File: src/rtl/fetch_pkg.sv
// Shared types and helpers for the fetch PC unit.
// Defines the fetch FSM states, default widths and the redirect target priority.
// Pure declarations; no timing or flow-control behaviour of its own.
package fetch_pkg;

    typedef enum logic [1:0] {
        IDLE   = 2'd0,
        RUN    = 2'd1,
        BUBBLE = 2'd2,
        HALT   = 2'd3
    } state_e;

    // Which source supplies the redirect target this cycle.
    typedef enum logic [1:0] {
        SEL_NONE   = 2'd0,
        SEL_BRANCH = 2'd1,
        SEL_JUMP   = 2'd2,
        SEL_JUMPR  = 2'd3
    } tgt_sel_e;

    localparam int DEF_ADDR_W = 30;
    localparam int DEF_IMM_W  = 16;
    localparam int DEF_TGT_W  = 26;
    localparam int DEF_CNT_W  = 16;

    // Priority: register jump beats absolute jump beats taken branch.
    function automatic tgt_sel_e sel_target(input logic jump_r, input logic jump_abs,
                                            input logic br_taken);
        if (jump_r)        return SEL_JUMPR;
        else if (jump_abs) return SEL_JUMP;
        else if (br_taken) return SEL_BRANCH;
        else               return SEL_NONE;
    endfunction

endpackage

File: src/rtl/fetch_target_gen.sv
// Redirect target generator: sign-extends the branch displacement, adds it, and muxes the target.
// Latency: purely combinational (0 cycles).
// Backpressure: none; the caller decides whether the redirect is accepted.
module fetch_target_gen
    import fetch_pkg::*;
#(
    parameter int ADDR_W = DEF_ADDR_W,
    parameter int IMM_W  = DEF_IMM_W,
    parameter int TGT_W  = DEF_TGT_W
) (
    input  logic              ctl_valid,
    input  logic [ADDR_W-1:0] ctl_pc,
    input  logic              branch,
    input  logic              neg,
    input  logic              jump,
    input  logic              jumpR,
    input  logic [IMM_W-1:0]  imm16,
    input  logic [TGT_W-1:0]  tInstr,
    input  logic [ADDR_W-1:0] jumprAddr,
    output logic [ADDR_W-1:0] target,
    output logic              redir
);

    logic [ADDR_W-1:0] imm_sext;
    logic [ADDR_W-1:0] br_target;
    logic [ADDR_W-1:0] jmp_target;
    tgt_sel_e          sel;

    assign imm_sext   = {{(ADDR_W-IMM_W){imm16[IMM_W-1]}}, imm16};
    assign br_target  = ctl_pc + imm_sext;
    assign jmp_target = {ctl_pc[ADDR_W-1:TGT_W], tInstr};
    assign sel        = sel_target(jumpR, jump, branch & neg);
    assign redir      = ctl_valid & (sel != SEL_NONE);

    // Pick the target of the highest-priority redirect source.
    always_comb begin
        target = br_target;
        case (sel)
            SEL_JUMPR:  target = jumprAddr;
            SEL_JUMP:   target = jmp_target;
            SEL_BRANCH: target = br_target;
            default:    target = br_target;
        endcase
    end

endmodule

File: src/rtl/fetch_pc_unit.sv
// Fetch PC unit: holds the PC, drives instruction memory and presents PCs to decode.
// Latency: 1 cycle per handshake; redirect target on imem_addr next cycle, valid one cycle later.
// Backpressure: out_ready low holds the PC stable; redirect and halt override a stall.
module fetch_pc_unit
    import fetch_pkg::*;
#(
    parameter int                ADDR_W   = DEF_ADDR_W,
    parameter int                IMM_W    = DEF_IMM_W,
    parameter int                TGT_W    = DEF_TGT_W,
    parameter logic [ADDR_W-1:0] RESET_PC = '0,
    parameter int                CNT_W    = DEF_CNT_W
) (
    input  logic              clk,
    input  logic              reset,
    input  logic              out_ready,
    input  logic              ctl_valid,
    input  logic [ADDR_W-1:0] ctl_pc,
    input  logic              branch,
    input  logic              neg,
    input  logic              jump,
    input  logic              jumpR,
    input  logic [IMM_W-1:0]  imm16,
    input  logic [TGT_W-1:0]  tInstr,
    input  logic [ADDR_W-1:0] jumprAddr,
    input  logic              halt,
    output logic [ADDR_W-1:0] imem_addr,
    output logic              out_valid,
    output logic [ADDR_W-1:0] out_pc,
    output logic              flush,
    output logic              halted,
    output logic [CNT_W-1:0]  redirect_cnt
);

    state_e            state;
    state_e            state_nxt;
    logic [ADDR_W-1:0] pc;
    logic [ADDR_W-1:0] pc_nxt;
    logic [ADDR_W-1:0] target;
    logic              redir;
    logic              active;
    logic              halt_req;
    logic              take_redir;

    fetch_target_gen #(
        .ADDR_W (ADDR_W),
        .IMM_W  (IMM_W),
        .TGT_W  (TGT_W)
    ) u_target_gen (
        .ctl_valid (ctl_valid),
        .ctl_pc    (ctl_pc),
        .branch    (branch),
        .neg       (neg),
        .jump      (jump),
        .jumpR     (jumpR),
        .imm16     (imm16),
        .tInstr    (tInstr),
        .jumprAddr (jumprAddr),
        .target    (target),
        .redir     (redir)
    );

    // Control is only acted on in RUN and BUBBLE; halt outranks a redirect.
    assign active     = (state == RUN) || (state == BUBBLE);
    assign halt_req   = ctl_valid & halt;
    assign take_redir = active & ~halt_req & redir;

    // State register.
    always_ff @(posedge clk) begin
        if (reset) state <= IDLE;
        else       state <= state_nxt;
    end

    // Next-state logic: halt > redirect > normal flow; HALT is sticky.
    always_comb begin
        state_nxt = state;
        case (state)
            IDLE:       state_nxt = RUN;
            RUN,
            BUBBLE: begin
                if (halt_req)   state_nxt = HALT;
                else if (redir) state_nxt = BUBBLE;
                else            state_nxt = RUN;
            end
            HALT:       state_nxt = HALT;
            default:    state_nxt = IDLE;
        endcase
    end

    // Output decode from state.
    always_comb begin
        out_valid = (state == RUN);
        halted    = (state == HALT);
    end

    // Next PC: redirect target, sequential advance on a RUN handshake, else hold.
    always_comb begin
        pc_nxt = pc;
        if (take_redir)
            pc_nxt = target;
        else if ((state == RUN) && !halt_req && out_ready)
            pc_nxt = pc + ADDR_W'(1);
    end

    // PC, flush pulse and saturating redirect counter.
    always_ff @(posedge clk) begin
        if (reset) begin
            pc           <= RESET_PC;
            flush        <= 1'b0;
            redirect_cnt <= '0;
        end else begin
            pc    <= pc_nxt;
            flush <= take_redir;
            if (take_redir && (redirect_cnt != {CNT_W{1'b1}}))
                redirect_cnt <= redirect_cnt + CNT_W'(1);
        end
    end

    assign imem_addr = pc;
    assign out_pc    = pc;

endmodule

File: config.mk
export PLATFORM = sky130hd
export DESIGN_NAME = fetch_pc_unit
export DESIGN_NICKNAME = d
export VERILOG_FILES = /design/src/rtl/fetch_pkg.sv /design/src/rtl/fetch_target_gen.sv /design/src/rtl/fetch_pc_unit.sv
export SDC_FILE = /design/constraint.sdc
export NUM_CORES = 1
export LEC_CHECK = 0
export ABC_AREA = 1
export BUFFER_PORTS_ARGS = -buffer_cell sky130_fd_sc_hd__buf_2
export CAP_MARGIN = 20
export CORE_AREA = 4 4 124 126
export CTS_CLUSTER_DIAMETER = 60
export DETAILED_ROUTE_END_ITERATION = 12
export DIE_AREA = 0 0 128 130
export HOLD_SLACK_MARGIN = 0.05
export SLEW_MARGIN = 0
export SYNTH_ARGS = -nofsm -noshare
export SYNTH_HDL_FRONTEND = slang
export SYNTH_SLANG_ARGS = --single-unit
File: constraint.sdc
create_clock -name clk -period 4.75 [get_ports clk]
set_input_delay 0.95 -clock clk [delete_from_list [all_inputs] [get_ports clk]]
set_output_delay 0.95 -clock clk [all_outputs]
set_load 0.03 [all_outputs]
After elaboration in Yosys (flattened, before gate mapping)
Index checks and enable logic that the tools add are counted.
{ "word_totals": {"regBits": 49, "latch_bits": 0, "ramBits": 0, "mem_bits_ro": 0, "inputBits": 111, "mem_count": 0} }
{ "op_classes": {"add_sub_neg": 3, "n_mul": 0, "div_mod_pow": 0, "magnitude_cmp": 0, "n_eq_ne": 6, "shift": 0, "muxes": 9, "bitwise_logic": 6, "reduce_logical": 9} }
{ "ops": {"columns": ["op", "count"], "rows": [
  ["$mux 30", 2],
  ["$pmux 30 s2", 1],
  ["$add 30x1->30 const B", 1],
  ["$add 30x30->30", 1],
  ["$add 16x1->16 const B", 1],
  ["$ne 16x16->1 const B", 1],
  ["$eq 2x2->1 const B", 4],
  ["$mux 2", 4],
  ["$pmux 2 s3", 1],
  ["$and 1x1->1", 5],
  ["$reduce_bool 2->1", 2],
  ["$logic_and 1x1->1", 3],
  ["$eq 2x1->1 const B", 1],
  ["$logic_not 2->1", 1],
  ["$reduce_or 2->1", 1],
  ["$logic_not 1->1", 1],
  ["$logic_or 1x1->1", 1],
  ["$mux 1", 1],
  ["$not 1->1", 1]
]} }

Depth between registers and ports, before layout
Gate-level depths: netlist (run 1).
{ "depth": {"depth_word": 9, "ltp_mapped": 15, "mapped_depth_nobuf": 15} }

By module
From an unflattened synthesis (run 1), not the netlist that was laid out.
{ "hier_totals": {"hier_cells": 1120, "hier_area_um2": 6284.8} }
{ "by_module_without_submodules": {"columns": ["module", "n_inst", "cells_each", "area_per_inst_um2", "seq_area_each_um2"], "rows": [
  ["fetch_pc_unit", 1, 558, 3469.6, 980.9],
  ["fetch_target_gen", 1, 562, 2815.2, 0.0]
]} }

Worst setup path after synthesis (run 1)
OpenSTA, ideal clock, no wires.
{ "synth_timing": {"path_kind": "in2reg", "from": "input ctl_pc[0]", "to": "register pc[20], in the netlist imem_addr[20]", "setup_time_ns": 0.124, "arrival_time_ns": 2.550, "setup_slack_ns": 2.075, "path_stages": 13, "path_cell_list": "ha_1 fa_1 nand3_1 nand2_1 nand2_1 nand3_1 nand2_1 nand2_1 nand2_1 nand2_1 or2_2 nand2_1 a21oi_1"} }
{ "synth_via": {"elab_chain_len": 3} }
{ "synth_rtl": {"columns": ["item", "line", "text"], "rows": [
  ["start, declared", "fetch_pc_unit.sv:17", "input logic [ADDR_W-1:0] ctl_pc,"],
  ["$add 30x30->30", "fetch_target_gen.sv:30", "assign br_target = ctl_pc + imm_sext;"],
  ["$pmux 30 s2", "fetch_target_gen.sv:38", "case (sel)"],
  ["$mux 30", "fetch_pc_unit.sv:98", "if (take_redir)"],
  ["end signal, assigned", "fetch_pc_unit.sv:111", "pc <= pc_nxt;"],
  ["end, declared", "fetch_pc_unit.sv:36", "logic [ADDR_W-1:0] pc;"]
]} }
Every way passes these cells.
A chain may end at the register's enable or synchronous reset.

Worst setup path in the final report (run 1)
{ "layout_timing": {"from": "input jumpR", "to": "register pc[12], in the netlist imem_addr[12]"} }
{ "layout_via": {"elab_chain_len": 5, "elab_cells_between_ends": 9, "classes_between": "eq/ne: 2; mux: 3; bitwise: 2; reduce/logical: 2"} }
{ "layout_rtl": {"columns": ["item", "line", "text"], "rows": [
  ["start, declared", "fetch_pc_unit.sv:21", "input logic jumpR,"],
  ["$mux 2 (*)", "fetch_pkg.sv:29", "if (jump_r) return SEL_JUMPR;"],
  ["$reduce_bool 2->1", "fetch_target_gen.sv:33", "assign redir = ctl_valid & (sel != SEL_NONE);"],
  ["$and 1x1->1", "fetch_target_gen.sv:33", null],
  ["$and 1x1->1", "fetch_pc_unit.sv:65", "assign take_redir = active & ~halt_req & redir;"],
  ["$mux 30 / $reduce_bool 2->1 (equally long branches)", null, null]
]} }
Every way passes the cells marked *; elsewhere a longest branch is shown, timed or not.

==> flow_metrics.py, run 1 <==
metrics = {
    "run_status": {
        "outcome": "finished, final reports clean",
    },
    "clock_tree": {
        "cts_root_buffer": "clkbuf_16",
        "numCtsBuffers": 5,
        "post-cts-setup-buffer-count": 0,
        "cts_buffer_depth": 2,
        "path_clk_slew_ps": 70,
        "clock_latency_ps": 290,
        "cts_resized": 0,
        "htreeDepth": 2,
        "hold_buffers": 0,
        "cts_tree": "yes",
        "clock_sinks": 49,
    },
    "sta": {
        "fmax_ghz": 0.311,
        "setup_ws_ps": 1530,
        "setup_viol": 0,
        "fin_setup_tns_ps": 0,
        "hold_violations": 0,
        "finalCritPeriodShare_pct": 67.7,
        "slew_violations": 0,
        "post-route-min-period_ps": 3220,
        "worstMarginPinSlew_ps": 976,
        "max_slew_margin_pct": 34.9,
        "rsz0062_at_grt": "no",
        "finClkSkew_ps": 4.28,
    },
    "final_layout": {
        "syn_to_final_growth_pct": 18.3,
        "final_util_pct": 46.1,
        "fin_cells": 1263,
        "nets": 1223,
        "drive_gt1_share_pct": 21.8,
    },
    "yosys": {
        "syn-num-nets": 1079,
        "yosys-top-cells-count": "nand2_1, inv_1, nor2_1",
        "yosysMostFrequentCell": "nand2_1",
        "netlist_area_um2": 5570,
        "synth-edff-count": 0,
        "yosysTopAreaCell": "dfxtp_1",
        "yosys-top-cells-area": "dfxtp_1, nand2_1, inv_1",
        "ys_ff_latch": 49,
        "synth_cells": 933,
        "synthFlopType": "dfxtp_1",
        "ys_warn_count": 0,
        "synth_cell_types": 45,
        "syn_area_per_cell_um2": 5.97,
        "synth.top_cell.area_share_pct": 17.6,
        "async_reset_ff_share_pct": 0,
        "yosysSeqAreaShare_pct": 17.6,
    },
    "pwr": {
        "p_leak_nw": 3.28,
        "finalPower_mw": 1.54,
        "power_density_nw_per_um2": 234,
        "vdd_drop_max_mv": 0.120,
    },
    "global_routing": {
        "grt_pass1_wl_um": 29400,
        "grt_pass1_vias": 5887,
        "grt_max_degree": 39,
        "grt_usage_pct": 21.9,
        "grt_overflow_total": 0,
        "antenna_found_initial": 0,
    },
    "floorplanning": {
        "dieArea_um2": 16600,
        "rows": 44,
        "initial_utilization_pct": 38.9,
        "ios": 190,
        "die_w_um": 128,
        "core_um2": 14300,
        "fp.dieH_um": 130,
    },
    "placed_design": {
        "hpwl_um": 15600,
        "place_congestion": 0.912,
        "io_buffers": 189,
        "dpl.cell_count": 1253,
        "pre_cts_ws_ps": 1230,
    },
    "drt": {
        "drt_iter0_drc": 373,
        "avgViaCountPerCell": 5.16,
        "dr.pass1.iters": 5,
        "antenna_left": 0,
        "post_drt_wl_per_cell_um": 15.0,
        "via_count": 6520,
        "drt-total-wl_um": 19000,
        "remaining_drc_errors": 0,
    },
    "worst_setup_path": {
        "end_kind": "register",
        "required_ps": 4960,
        "cp-start-kind": "input port",
        "cp.arrival_ps": 3430,
        "rr_startpoint": "state[0]$_SDFF_PP0_",
        "path_class": "input port to register",
        "crit_fanout": 32,
        "crit_start": "jumpR",
    },
    "run": {
        "maxCapViolations": 0,
    },
    "worst_hold_path": {
        "hold_class": "register to register",
        "min_from": "redirect_cnt[15]$_SDFFE_PP0P_",
    },
}
[final timing paths]
check | endpoint | slack (ps) | cells past startpoint
setup / recovery | imem_addr[12]$_SDFFE_PP0P_ | 1530 | 10
hold / removal | redirect_cnt[15]$_SDFFE_PP0P_ | 480 | 2
setup reg to reg | imem_addr[12]$_SDFFE_PP0P_ | 2310 | 8
hold reg to reg | redirect_cnt[15]$_SDFFE_PP0P_ | 480 | 2
[cells in the final DEF, fill, tap and decap left out, types with 2 or more instances in the layout]
cell type	synthesis	final
a221oi_1	20	20
buf_4	31	3
buf_2	6	189
o2111ai_1	2	2
nor3_1	15	15
or2_2	10	10
nor3b_1	2	2
nand2_1	258	258
nand3_2	3	3
nor4_1	4	4
o211ai_1	3	3
nand2_2	7	7
nand3b_1	3	3
a31oi_1	4	4
clkinvlp_4	0	2
a41oi_1	2	2
xor2_1	13	13
inv_1	122	122
nand3_1	54	54
ha_1	34	34
o21bai_1	10	10
xnor2_1	12	12
nor2_1	79	78
a21o_1	2	2
nor2_4	4	4
nor3_4	2	2
nor3_2	4	4
o21ai_0	56	56
nand4_1	15	15
clkbuf_16	0	5
dfxtp_1	49	49
a21boi_0	2	2
a21oi_1	72	72
o221ai_1	3	3
[report_power, final]
part | total [mW] | leakage (nW) | switching, mW | internal [mW]
Sequential | 0.515 | 0.400 | 0.0702 | 0.445
Combinational | 0.664 | 2.82 | 0.442 | 0.221
Clock | 0.362 | 0.0631 | 0.167 | 0.196
[through the flow]
step	cell area (um^2)	hold slack, ps
2_1_floorplan	5570	576
3_3_place_gp	6430	462
3_5_place_dp	6430	475
4_1_cts	6580	484
5_1_grt	6590	495
6_report	6590	483
[cell type report]
class,instances,area [um^2]
diodes,1,2.50
clock buffers,6,129
clock inverters,2,15.0
fillers,1598,7720
inverters,124,468
multi-input cells,704,3780
flip-flops and latches,49,981
well taps,184,230
repair buffers,193,983
[logic make-up (layout without fill, tap and decap cells)]
| logic type | count (synthesis) | after routing | share of synthesized area [%] |
|---|---|---|---|
| and+or+nand+nor | 462 | 462 | 36.6 |
| xor gates and xnor gates | 25 | 25 | 3.93 |
| buffers and inverters | 180 | 325 | 14.5 |
| AOI/OAI and AO/OA | 182 | 182 | 19.4 |
| other | 0 | 1 | 0 |
| adders and majority gates | 35 | 35 | 7.99 |
| DFF | 49 | 49 | 17.6 |
[flip-flops by register name (all words and copies together) (netlist names)]
name	flops
state	2
imem_addr	30
flush	1
redirect_cnt	16
[worst max-delay path, stage by stage]
cell and delay, ps:
buf_2 450, nor2_1 80, buf_4 230, a21boi_2 160, nand3_1 80, buf_4 240
nand2_1 660, o21ai_0 150, o21bai_1 220, a41oi_1 190
[metal layers]
metal / up-vias / global-route usage [%] / share of wire (%)
li1: 3342 / - / -
met1: 2938 / 30.1 / 45
met2: 220 / 36.8 / 47
met3: 20 / 2.42 / 6.4
met4: 0 / 5.62 / 1.6
met5: - / 0 / 0
No activity file was read; power rests on OpenSTA's default activity.
==> run 2, diff against run 1 <==
--- a/config.mk
+++ b/config.mk
@@ -13,6 +13,7 @@
 export DETAILED_ROUTE_END_ITERATION = 12
 export DIE_AREA = 0 0 128 130
 export HOLD_SLACK_MARGIN = 0.05
+export PLACE_DENSITY = 0.67
 export SLEW_MARGIN = 0
 export SYNTH_ARGS = -nofsm -noshare
 export SYNTH_HDL_FRONTEND = slang
==> constraint.sdc (replaced) <==
create_clock -name clk -period 2.6 [get_ports clk]
set_input_delay 0.52 -clock clk [delete_from_list [all_inputs] [get_ports clk]]
set_output_delay 0.52 -clock clk [all_outputs]
set_load 0.03 [all_outputs]
==> run 2 against run 1 <==
Setup slack got worse by 1300 ps. Sequential share of layout area decreased by 0.14 points. Via count decreased by 1.3%. Largest power group unchanged. Register-to-register slack got worse by 2100 ps. Combinational power increased by 84%. Largest cell class unchanged. Global-route usage decreased by 0.43 points. Clock skew increased by 1.4 ps. Count of clock-buffer cells in the layout decreased by 1. Hold slack got worse by 19 ps. Highest routed layer unchanged. Critical endpoint is now imem_addr[16]$_SDFFE_PP0P_.
==> flow_metrics.py, run 2 (synthesized netlist as in run 1, its figures left out) <==
metrics = {
    "final_layout": {
        "layout_common_cells": "nand2_1, buf_2, inv_1",
        "seq_area_um2": 981,
        "nets": 1229,
        "syn_to_final_growth_pct": 19.4,
        "n_fill_cell": 1547,
        "n_antenna_cell": 0,
        "drive_gt1_share_pct": 22.3,
        "largest_reg_flops": 30,
        "final_common_cell": "nand2_1",
        "multiInputGateArea_um2": 3780,
        "fin_cells": 1268,
    },
    "clock_tree": {
        "path_clk_slew_ps": 70,
        "post-cts-setup-buffer-count": 0,
        "numCtsBuffers": 5,
        "cts_buffer_depth": 2,
        "cts_tree": "yes",
        "clock_latency_ps": 290,
        "clock_sinks": 49,
        "cts_resized": 0,
        "htreeDepth": 2,
        "cts_root_buffer": "clkbuf_16",
        "hold_buffers": 0,
    },
    "global_routing": {
        "grt_pass1_wl_um": 29100,
        "antenna_found_initial": 0,
        "grt_overflow_total": 0,
        "grt_max_degree": 32,
        "grt_pass1_vias": 5979,
        "grt_usage_pct": 21.5,
    },
    "worst_setup_path": {
        "required_ps": 2830,
        "crit_chain": "inv_1, ha_1, nand3_1, nand2_1, inv_1, o211ai_1, o211ai_1, a21oi_1",
        "path_delay_family": "simple AND/OR/NAND/NOR gates",
        "cp.arrival_ps": 2580,
        "crit_fanout": 16,
        "path_buf_inv": 2,
        "end_kind": "register",
        "path_class": "register to register",
        "slowest_delay_ps": 590,
        "cp-start-kind": "register",
        "critPathSlowestCell": "nand2_1",
    },
    "sta": {
        "rsz0062_at_grt": "no",
        "finClkSkew_ps": 5.73,
        "fmax_ghz": 0.426,
        "max_slew_margin_pct": 61.0,
        "setup_viol": 0,
        "post-route-min-period_ps": 2350,
        "finalCritPeriodShare_pct": 90.4,
        "worstMarginPinSlew_ps": 583,
        "slew_violations": 0,
        "fin_setup_tns_ps": 0,
        "hold_violations": 0,
    },
    "placed_design": {
        "dpl.cell_count": 1260,
        "hpwl_um": 15300,
        "io_buffers": 189,
        "place_congestion": 0.940,
    },
    "drt": {
        "drt-total-wl_um": 18300,
        "avgViaCountPerCell": 5.08,
        "drt_iter0_drc": 377,
        "remaining_drc_errors": 0,
        "dr.pass1.iters": 5,
        "via_count": 6436,
        "antenna_left": 0,
        "post_drt_wl_per_cell_um": 14.5,
    },
    "floorplanning": {
        "fp.dieH_um": 130,
        "die_w_um": 128,
        "ios": 190,
        "rows": 44,
        "initial_utilization_pct": 38.9,
        "core_um2": 14300,
        "dieArea_um2": 16600,
    },
    "pwr": {
        "power_density_nw_per_um2": 437,
        "p_leak_nw": 3.32,
        "finalPower_mw": 2.91,
        "vdd_drop_max_mv": 0.270,
    },
    "run_status": {
        "outcome": "finished, final reports clean",
    },
    "run": {
        "maxCapViolations": 0,
    },
    "worst_hold_path": {
        "hold_class": "register to register",
    },
}
[run 2: cell types whose count changed in the layout (fill, tap and decap cells not counted)]
cell and change:
buf_4 +7, buf_8 -1, bufinv_16 +1, clkbuf_1 -1, clkinv_4 +1, clkinvlp_4 -1, diode_2 -1
[run 2: power breakdown]
part / total [mW] / switching [mW] / internal (mW) / leakage (nW)
Combinational: 1.22 / 0.810 / 0.413 / 2.84
Clock: 0.753 / 0.298 / 0.456 / 0.0800
Sequential: 0.934 / 0.121 / 0.813 / 0.400
Total: 2.91 / 1.23 / 1.68 / 3.32
[run 2: layout make-up]
cell class / instances / share of cell area (%)
Sequential cell: 49 / 14.7
Clock buffer: 5 / 1.88
Clock inverter: 3 / 0.695
Timing Repair Buffer: 199 / 15.3
Multi-Input combinational cell: 704 / 56.9
Tap cell: 184 / 3.46
Inverter: 124 / 7.03
[run 2: per-stage QoR]
| stage | hold WS (ps) | area, um^2 | utilization (%) | setup WS (ps) |
|---|---|---|---|---|
| final | 465 | 6660 | 46.5 | 251 |
| after global routing | 497 | 6660 | 46.5 | 12.1 |
| after detailed placement | 458 | 6480 | 45.3 | 101 |
| after floorplan | 576 | 5570 | - | 355 |
| after CTS | 470 | 6660 | 46.5 | 272 |
| after global placement | 443 | 6480 | 45.3 | 141 |
[run 2: worst paths after layout]
path / end / cells after the start / slack, ps / start
worst max-delay path: imem_addr[16]$_SDFFE_PP0P_ / 8 / 250 / state[0]$_SDFF_PP0_
worst max register to register: imem_addr[16]$_SDFFE_PP0P_ / 8 / 250 / state[0]$_SDFF_PP0_
worst min register to register: redirect_cnt[4]$_SDFFE_PP0P_ / 2 / 460 / redirect_cnt[4]$_SDFFE_PP0P_
worst min-delay path: redirect_cnt[4]$_SDFFE_PP0P_ / 2 / 460 / redirect_cnt[4]$_SDFFE_PP0P_
[run 2: worst reg2reg max path, delay by kind of cell (launching register included)]
kind	cells	cell delay (ps)
AOI/OAI and AO/OA	3	410
adders and majority gates	1	310
buffers and inverters	2	260
DFF	1	360
and+or+nand+nor	2	940
[run 2: metal layers]
metal / track usage [%] / share of wire [%]
met5: 0 / 0
met4: 4.62 / 1.4
met3: 2.54 / 5.0
met2: 37.9 / 49
met1: 28.3 / 45
==> run 3, diff against run 2 <==
--- a/config.mk
+++ b/config.mk
@@ -5,15 +5,14 @@
 export SDC_FILE = /design/constraint.sdc
 export NUM_CORES = 1
 export LEC_CHECK = 0
-export ABC_AREA = 1
 export BUFFER_PORTS_ARGS = -buffer_cell sky130_fd_sc_hd__buf_2
 export CAP_MARGIN = 20
-export CORE_AREA = 4 4 124 126
+export CORE_AREA = 4 4 114 116
 export CTS_CLUSTER_DIAMETER = 60
 export DETAILED_ROUTE_END_ITERATION = 12
-export DIE_AREA = 0 0 128 130
+export DIE_AREA = 0 0 118 120
 export HOLD_SLACK_MARGIN = 0.05
-export PLACE_DENSITY = 0.67
+export PLACE_DENSITY = 0.7
 export SLEW_MARGIN = 0
 export SYNTH_ARGS = -nofsm -noshare
 export SYNTH_HDL_FRONTEND = slang
==> run 3 against run 2 <==
The flow now finishes with violations (setup timing). Total power shrank 9.9%. Sequential power shrank 12%. Sequential share of layout area grew 0.061 points. Critical path depth grew 3. Sequential cell count is the same. Die area shrank 15%. Maximum frequency shrank 13%. Setup slack lost 340 ps. Global-route usage shrank 0.58 points. Final cell count shrank 22%. Critical path type is now input port to register. Highest routed layer unchanged.
==> flow_metrics.py, run 3 <==
metrics = {
    "run_status": {
        "outcome": "complete, but fails checks",
        "violations": "setup timing",
    },
    "yosys": {
        "synth_fa_ha_area_share_pct": 9.41,
        "synth_cell_types": 69,
        "synth.top_cell.area_share_pct": 20.7,
        "yosysSeqAreaShare_pct": 20.7,
        "synth_top_family_by_area": "compound AO/OA/AOI/OAI gates",
        "netlist_area_um2": 4740,
        "synthFlopType": "dfxtp_1",
        "synth-compound-area-share_pct": 25.9,
        "yosys-top-cells-count": "nor2_1, nand2_1, dfxtp_1",
        "async_reset_ff_share_pct": 0,
        "ys_ff_latch": 49,
        "syn_area_per_cell_um2": 7.64,
        "ys_warn_count": 0,
        "synth-edff-count": 0,
        "synth_xor_area_share_pct": 11.5,
        "yosys.area_share.simple_pct": 22.6,
        "yosysTopAreaCell": "dfxtp_1",
        "yosysMostFrequentCell": "nor2_1",
        "muxShareOfSynthArea_pct": 1.90,
        "yosys-top-cells-area": "dfxtp_1, ha_1, xnor2_1",
        "syn-num-nets": 766,
        "synth_cells": 620,
    },
    "pwr": {
        "seq_power_share_pct": 31.3,
        "p_clk_share_pct": 25.4,
        "intPower_mw": 1.66,
        "swShare_pct": 36.8,
        "finalPower_mw": 2.62,
        "power_density_nw_per_um2": 396,
        "vdd_drop_max_mv": 0.250,
        "p_switching_mw": 0.964,
        "p_leak_nw": 3.10,
        "combPwrFrac_pct": 43.3,
    },
    "final_layout": {
        "n_fill_cell": 1125,
        "nets": 987,
        "final_common_cell": "buf_2",
        "n_antenna_cell": 0,
        "syn_to_final_growth_pct": 40.0,
        "largest_reg_flops": 30,
        "drive_gt1_share_pct": 39.1,
        "layout_common_cells": "buf_2, buf_4, nor2_1",
        "final_cell_area_um2": 6630,
    },
    "sta": {
        "rsz0062_at_grt": "yes",
        "finalCritPeriodShare_pct": 103,
        "setup_ws_ps": -85.5,
        "finClkSkew_ps": 5.71,
        "fin_setup_tns_ps": -276,
        "slew_violations": 0,
        "post-route-min-period_ps": 2690,
        "setup_viol": 5,
        "max_slew_margin_pct": 39.0,
        "hold_violations": 0,
        "fmax_ghz": 0.372,
        "worstMarginPinSlew_ps": 909,
    },
    "worst_setup_path": {
        "path_class": "input port to register",
        "cp.arrival_ps": 2890,
        "cp-start-kind": "input port",
        "reg2reg_depth": 9,
        "r2r-end": "imem_addr[27]$_SDFFE_PP0P_",
        "rr_startpoint": "imem_addr[5]$_SDFFE_PP0P_",
        "end_kind": "register",
        "regToRegSetupSlack_ps": 210,
        "crit_fanout": 5,
        "required_ps": 2810,
    },
    "drt": {
        "drt_iter0_drc": 335,
        "post_drt_wl_per_cell_um": 16.2,
        "remaining_drc_errors": 0,
        "via_count": 5301,
        "drt-total-wl_um": 16000,
        "antenna_left": 0,
        "avgViaCountPerCell": 5.36,
        "dr.pass1.iters": 5,
    },
    "global_routing": {
        "grt_pass1_wl_um": 24500,
        "grt_overflow_total": 0,
        "grt_max_degree": 42,
        "antenna_found_initial": 0,
        "grt_pass1_vias": 5025,
        "grt_usage_pct": 20.9,
    },
    "placed_design": {
        "io_buffers": 189,
        "hpwl_um": 12900,
        "place_congestion": 0.904,
        "dpl-instance-area_um2": 6250,
    },
    "worst_hold_path": {
        "min_to": "redirect_cnt[4]$_SDFFE_PP0P_",
        "hold_depth": 2,
        "min_from": "redirect_cnt[4]$_SDFFE_PP0P_",
        "hold_class": "register to register",
    },
    "floorplanning": {
        "initial_utilization_pct": 39.8,
        "core_um2": 11900,
        "fp.dieH_um": 120,
        "ios": 190,
        "die_w_um": 118,
        "rows": 40,
        "dieArea_um2": 14200,
    },
    "clock_tree": {
        "cts_buffer_depth": 2,
        "cts_root_buffer": "clkbuf_16",
        "cts_tree": "yes",
        "path_clk_slew_ps": 70,
        "clock_latency_ps": 290,
        "htreeDepth": 2,
        "clock_sinks": 49,
        "hold_buffers": 0,
        "numCtsBuffers": 5,
    },
    "run": {
        "maxCapViolations": 0,
    },
}
-- run 3: power by group through the flow --
stage / Clock, mW / Sequential (mW) / Combinational, mW
finish: 0.666 / 0.820 / 1.14
global route: 0.708 / 0.826 / 1.23
CTS: 0.674 / 0.821 / 1.09
detailed placement: 0 / 0.838 / 1.06
global placement: 0 / 0.837 / 1.05
floorplan: 0 / 0.892 / 0.611
-- run 3: final cells by class --
class	instances	area, um^2	share of cell area, %
multi-input cells	500	3640	54.9
repair buffers	275	1640	24.7
flip-flops and latches	49	981	14.8
well taps	147	184	2.77
clock buffers	5	125	1.89
inverters	10	37.5	0.566
clock inverters	3	25.0	0.378
-- run 3: worst max-delay path, cell delays in order --
cell	delay, ps
buf_2	110
ha_4	240
and3_2	240
o2111ai_4	210
a21oi_2	100
o41ai_2	390
nand3_2	250
nor3_2	160
nor4_1	70
a211o_1	340
a221oi_2	250
-- run 3: metal layers --
| metal | track usage, % | vias to the layer above | share of wire, % | wire [um] |
|---|---|---|---|---|
| li1 | - | 2680 | - | - |
| met1 | 28.2 | 2410 | 45 | 7240 |
| met2 | 35.4 | 192 | 47 | 7580 |
| met3 | 2.87 | 19 | 5.7 | 918 |
| met4 | 4.98 | 0 | 1.5 | 240 |
| met5 | 0 | - | 0 | 0 |
-- run 3: timing repair --
item	4_1_cts	5_1_grt
resized for setup	14	25
pin swaps	22	18
setup buffers	3	1
endpoints found under the setup margin	12	16
-- run 3: logic make-up after synthesis --
family	after synthesis
compound gates	177
xor+xnor	62
fa+ha+maj	35
buf+inv	71
flops	49
mux	9
simple gates	217
-- run 3: how the worst max path moves through the flow --
| stage | from | to | cells after the start | slack, ps |
|---|---|---|---|---|
| floorplan | ctl_pc[0] | imem_addr[26]$_SDFFE_PP0P_ | 11 | -340 |
| global route | ctl_pc[7] | imem_addr[23]$_SDFFE_PP0P_ | 11 | -240 |
| detailed placement | ctl_pc[0] | imem_addr[10]$_SDFFE_PP0P_ | 13 | -600 |
| CTS | imm16[0] | imem_addr[10]$_SDFFE_PP0P_ | 13 | -140 |
| global placement | ctl_pc[0] | imem_addr[26]$_SDFFE_PP0P_ | 12 | -420 |
| finish | ctl_pc[7] | imem_addr[23]$_SDFFE_PP0P_ | 11 | -90 |
-- run 3: per-stage QoR --
step	cells	hold WS (ps)	setup WS, ps	utilization, %
floorplan	620	602	-343	-
global placement	978	485	-419	52.5
detailed placement	978	496	-603	52.5
CTS	988	507	-141	54.4
global route	989	537	-237	55.7
finish	989	514	-85.5	55.7
